File: config.mk
export PLATFORM = sky130hd
export DESIGN_NAME = instr_fetch
export DESIGN_NICKNAME = d
export VERILOG_FILES = /design/src/rtl/instr_fetch.sv
export SDC_FILE = /design/constraint.sdc
export NUM_CORES = 2
export LEC_CHECK = 0
export ABC_CLOCK_PERIOD_IN_PS = 3300
export BUFFER_PORTS_ARGS = -buffer_cell sky130_fd_sc_hd__clkbuf_2
export CORE_MARGIN = 2
export CORE_UTILIZATION = 56
export DETAILED_ROUTE_END_ITERATION = 10
export HOLD_SLACK_MARGIN = 0.02
export PLACE_DENSITY = 0.76
export SYNTH_ARGS = -nofsm -noshare
export SYNTH_HDL_FRONTEND = slang
export SYNTH_SLANG_ARGS = --single-unit
export TNS_END_PERCENT = 30
File: constraint.sdc
create_clock -name clk -period 3.3 [get_ports clk]
set_input_delay 0.165 -clock clk [delete_from_list [all_inputs] [get_ports clk]]
set_output_delay 0.165 -clock clk [all_outputs]
set_load 0.05 [all_outputs]
File: src/rtl/instr_fetch.sv
// Instruction-fetch stage: PC, word-addressed instruction memory with a load
// port, and the IF/ID pipeline register with stall and branch-flush handling.
module instr_fetch #(
  parameter int          IMEM_DEPTH = 64,
  parameter logic [31:0] RESET_PC   = 32'h0000_0000
) (
  input  logic                          clk,
  input  logic                          reset,
  input  logic                          stall,
  input  logic                          branch_taken,
  input  logic [31:0]                   branch_target,
  input  logic                          load_en,
  input  logic [$clog2(IMEM_DEPTH)-1:0] load_addr,
  input  logic [31:0]                   load_data,
  output logic [31:0]                   pc_out,
  output logic [31:0]                   instr_out,
  output logic [31:0]                   pc_plus4_out,
  output logic                          valid_out
);
  localparam int AW = $clog2(IMEM_DEPTH);

  logic [31:0]   r_mem [IMEM_DEPTH];
  logic [31:0]   r_pc;
  logic [31:0]   r_instr;
  logic [31:0]   r_pc_plus4;
  logic          r_valid;
  logic [AW-1:0] w_idx;
  logic [31:0]   w_fetch;
  logic [31:0]   w_pc_plus4;

  // Upper PC bits are dropped so addresses alias modulo the memory size.
  assign w_idx      = r_pc[AW+1:2];
  assign w_fetch    = r_mem[w_idx];
  assign w_pc_plus4 = r_pc + 32'd4;

  // Loads ignore reset/stall/branch; a same-edge fetch sees the old word.
  always_ff @(posedge clk) begin
    if (load_en) r_mem[load_addr] <= load_data;
  end

  always_ff @(posedge clk) begin
    if (reset) begin
      r_pc       <= RESET_PC;
      r_instr    <= '0;
      r_pc_plus4 <= '0;
      r_valid    <= 1'b0;
    end else if (branch_taken) begin
      r_pc       <= branch_target;
      r_instr    <= '0;
      r_pc_plus4 <= '0;
      r_valid    <= 1'b0;
    end else if (!stall) begin
      r_pc       <= w_pc_plus4;
      r_instr    <= w_fetch;
      r_pc_plus4 <= w_pc_plus4;
      r_valid    <= 1'b1;
    end
  end

  assign pc_out       = r_pc;
  assign instr_out    = r_instr;
  assign pc_plus4_out = r_pc_plus4;
  assign valid_out    = r_valid;
endmodule

# After elaboration in Yosys (flattened, before gate mapping)

Memory sizes are Yosys's and may differ from the RTL's. A register that Yosys moved wholly into a read port is not among the register bits.
Cells that the tools add are included.

Register bits: 65
Bits in latches: 0
RAM bits: 2,048
Bits in read-only memories: 0
Bits of input ports: 75
Output and inout bits: 97
Logic and storage cells: 12
Memories kept: 1

Memory list:

| name  | words | width | rd ports | clocked after Yosys merged registers in | write ports | RTL line | RTL |
|---|---|---|---|---|---|---|---|
| r_mem | 64    | 32    | 1        | 1                                       | 1           | 22       | `logic [31:0] r_mem [IMEM_DEPTH];` |

Add/subtract/negate cells: 1
$mul: 0
Div/mod/pow operators: 0
Order comparisons: 0
Eq/ne operators: 1
Shift operators: 0
Mux-type cells: 4
Bitwise gates (word level): 0
Reduce and logical (&&, ||, !) cells: 2

Operators with widths:

| kind                  | number |
|---|---|
| $mux 32               | 2 |
| $add 32x3->32 const B | 1 |
| $mux 1                | 2 |
| $ne 2x1->1 const B    | 1 |
| $reduce_or 2->1       | 1 |
| $logic_not 1->1       | 1 |

# Logic depth before layout (Yosys ltp)

Word-level depth: 3
Depth in mapped cells: 11
Depth with buffers taken out: 6

# Worst setup path after synthesis

OpenSTA, ideal clock, no wires.

Path type: in2reg
From: input load_addr[5]
To: memory r_mem[48][0] (enable)
Library setup time: 461 ps
Data arrival time: 3,042 ps
Data required time: 2,839 ps
Path slack: -203 ps
Stages: 4
Path buffers: 1
Cell sequence: clkbuf_1 > nand3_1 > or3_1 > nor3_1

RTL lines:

| what               | RTL line | RTL |
|---|---|---|
| start: declaration | 13       | `input logic [$clog2(IMEM_DEPTH)-1:0] load_addr,` |
| end: declaration   | 22       |  |

No word-level cell before the write port.

# Worst setup path in the final report

From: register r_pc[3], in the netlist pc_out[3]
To: register r_pc[24], in the netlist pc_out[24]

Cells in the longest elaborated chain, start to end: 3

Ends and longest elaborated chain:

| what                     | RTL line | RTL |
|---|---|---|
| start: declaration       | 23       | `logic [31:0] r_pc;` |
| start signal: assignment | 48       | `r_pc <= branch_target;` |
| start signal: assignment | 53       | `r_pc <= w_pc_plus4;` |
| $add 32x3->32            | 34       | `assign w_pc_plus4 = r_pc + 32'd4;` |
| $mux 32                  | 52       | `end else if (!stall) begin` |
| $mux 32                  | 47       | `end else if (branch_taken) begin` |

No other way between the ends. The select of a mux whose other input is x is not followed.
A chain may end at the register's enable or synchronous reset.

==> impl_metrics.ini <==
[run_status]
status = complete, no violations

[synth]
synthFlopType = edfxtp_1
ys_types = 72
ys_ff_latch = 2145
synth_edf_count = 2048
synthXorXnorAreaFrac_pct = 0.432
syn_inst = 4324
yosys.area_share.simple_pct = 2.62
synthMuxAreaShare_pct = 14.1
synth_top_family_by_area = multiplexers
async_reset_ff_share_pct = 0
synth-warning-count = 0
synth_nets = 4400
avgSynthCellArea_um2 = 19.2
synthAdderAreaFrac_pct = 0.0150
ys_seq_area_share_pct = 76.2
synth-compound-area-share_pct = 4.87
netlist_area_um2 = 83200

[timing]
clock_skew_ns = 0.0334
maxSlewViolCount = 0
setup_viol = 0
maxSlewHeadroom_pct = 10.8
rsz0062_at_grt = no
fmax_mhz = 317
tightestPinTransition_ns = 1.34
period_minus_slack_ns = 3.16
setup_tns_ns = 0
fin_crit_sh_pct = 95.7
final_hold_viol_count = 0

[cells_and_area]
drive_gt1_share_pct = 23.6
fin_util_pct = 64.9
areaGrowthSynthToFinish_pct = 15.2
final_nets = 4835
fin_area_um2 = 95800

[power_and_ir_drop]
pwr-share-seq_pct = 52.3
swShare_pct = 21.7
p_leak_uw = 0.0303
p_clk_share_pct = 41.1
powerDensity_nw_per_um2 = 603
power_switching_uw = 12500
ir_drop_mv = 0.562
combPwrFrac_pct = 6.6
p_int_uw = 45200

[setup_path]
crit_chain = ha_1, nand3_1, or2_2, nor4_1, nor3_1, a2111oi_1, dlygate4sd3_1
cp.arrival_ns = 3.92
required_ns = 4.06
worstPathMaxFanout = 17
cp-end-kind = flip-flop
worstSetupStartpointType = flip-flop
slowest_stage = dfxtp_4
crit_type = reg2reg
cp-startpoint = pc_out[3]
r2r_start = pc_out[3]
critPathMaxStageDelay_ns = 0.66

[floorplanning]
dieHeight_um = 389
row_count = 141
dieArea_um2 = 152000
ioPinCount = 172
start_util_pct = 56.3
die-width_um = 389
coreArea_um2 = 148000

[placement]
portBuffers = 171
hpwl_mm = 130
postPlaceCellArea_um2 = 88400
routabilityCongestion = 0.855

[drt]
vias = 46400
drc = 0
dr.pass1.iters = 8
drtIter0Drc = 7548
viasPerCell = 6.76
wl_per_cell_um = 33.5
routed_wl_mm = 230
antenna_left = 0

[grt]
grt_max_degree = 73
antenna_found_initial = 7
grt.total_usage_pct = 30.2
overflow = 0
grt_pass1_vias = 46100
grt_first_pass_wirelength_mm = 326

[flow_run]
cap_violations = 0

[clocking]
worst_skew_pair.late_latency_ns = 0.83
path_clk_slew_ns = 0.06
clockBufferDepth = 3
numCtsBuffers = 202
cts_tree = yes
root_buffer = clkbuf_16
cts_max_level = 4
cts_sinks = 2145

[min_path]
worstHoldPathType = in2reg
min-delay-start = load_data[10]
## cell families (layout without fill, tap and decap cells)
family / after synthesis / in the layout
DFF: 2145 / 2145
muxes: 843 / 843
AOI/OAI and AO/OA: 558 / 558
and+or+nand+nor: 457 / 457
buffers and inverters: 279 / 885
xor gates and xnor gates: 41 / 41
adders and majority gates: 1 / 1
other: 0 / 2
## area by class of cell
class	count	area [um2]
diodes	2	5.00
clock inverters	115	1260
clock buffers	260	5530
fillers	9327	51900
inverters	6	22.5
flip-flops and latches	2145	63500
repair buffers	504	4200
well taps	1930	2410
multi-input cells	1900	18900
## layer usage
layer	routed length [um]	vias to the layer above	track usage, %
met5	25	-	0
met4	8930	4	11.5
met3	28900	480	6.99
met2	107000	3445	46.8
met1	84600	23900	42.2
li1	-	18600	-
## Yosys cell counts (all sizes together) (37+ instances only)
cell    instances  share of area (%)
a211oi         37               0.33
a22oi         236                2.1
a31oi          61               0.46
buf           147                1.1
clkbuf        126               0.57
dfxtp          97                2.3
edfxtp       2048                 74
mux2           64               0.87
mux2i         519                6.2
mux4          260                7.0
nand2         111               0.50
nand3          50               0.30
nor2          148               0.67
o21ai          53               0.32
## flip-flops by register name, indices dropped and copies added, names as in the netlist
signal        cells
pc_plus4_out     32
valid_out         1
r_mem          2048
instr_out        32
pc_out           32
## per-stage QoR
stage	hold WS, ns	worst slack, ns	instances	total power, uW
floorplan	0.264	-0.0103	4324	32800
global placement	0.404	0.153	6425	34400
detailed placement	0.407	0.141	6425	34500
CTS	0.0234	0.0323	6858	57800
global route	0.0572	0.0249	6860	59100
finish	0.0693	0.142	6862	57800
## worst max-delay path, delay by kind of cell (launching register included)
family                   cells  cell delay [ns]
adder cells (fa/ha/maj)      1             0.35
AO/OA/AOI/OAI                1             0.37
buffers and inverters        1             0.61
AND/OR/NAND/NOR              4             1.09
flip-flops                   1             0.66
## placed cells by master, fill, tap and decap left out, types with 15 or more instances in the layout
master         count
clkbuf_2         170
buf_12            54
clkinv_2          30
clkbuf_1          38
a211oi_1          37
nand2_1          111
clkbuf_16        207
dfxtp_1           91
o22ai_1           17
a31oi_1           61
mux4_2           260
and3_1            30
edfxtp_1        2048
mux2i_1          519
nor2_1            82
xnor2_1           29
bufinv_16         26
nor2_4            65
nand3_1           50
clkinv_1          40
buf_4            221
mux2_2            64
a41oi_1           26
clkbuf_8          15
nor3_1            21
a21oi_1           35
dlygate4sd3_1     58
o21ai_0           53
a22oi_1          236
## timing repair
action | CTS | global route
hold buffers | 58 | 0
endpoints found under the setup margin | 0 | 5
hold endpoints to repair | 180 | 0
gates resized for setup | 0 | 1
setup buffers | 0 | 2
## final timing paths
path | end | slack [ns] | depth (start not counted)
worst max-delay path | pc_out[24] | 0.14 | 7
worst min-delay path | r_mem[62][10] | 0.07 | 2
worst max register to register | pc_out[24] | 0.14 | 7
worst min register to register | pc_plus4_out[8] | 0.46 | 2
## power groups by stage
stage	Combinational, uW	Clock [uW]	Sequential, uW
2_1_floorplan	1880	0	30900
3_3_place_gp	3590	0	30800
3_5_place_dp	3660	0	30800
4_1_cts	3750	23800	30200
5_1_grt	3970	24900	30200
6_report	3820	23700	30200
Power figures use the tool's default switching activity.
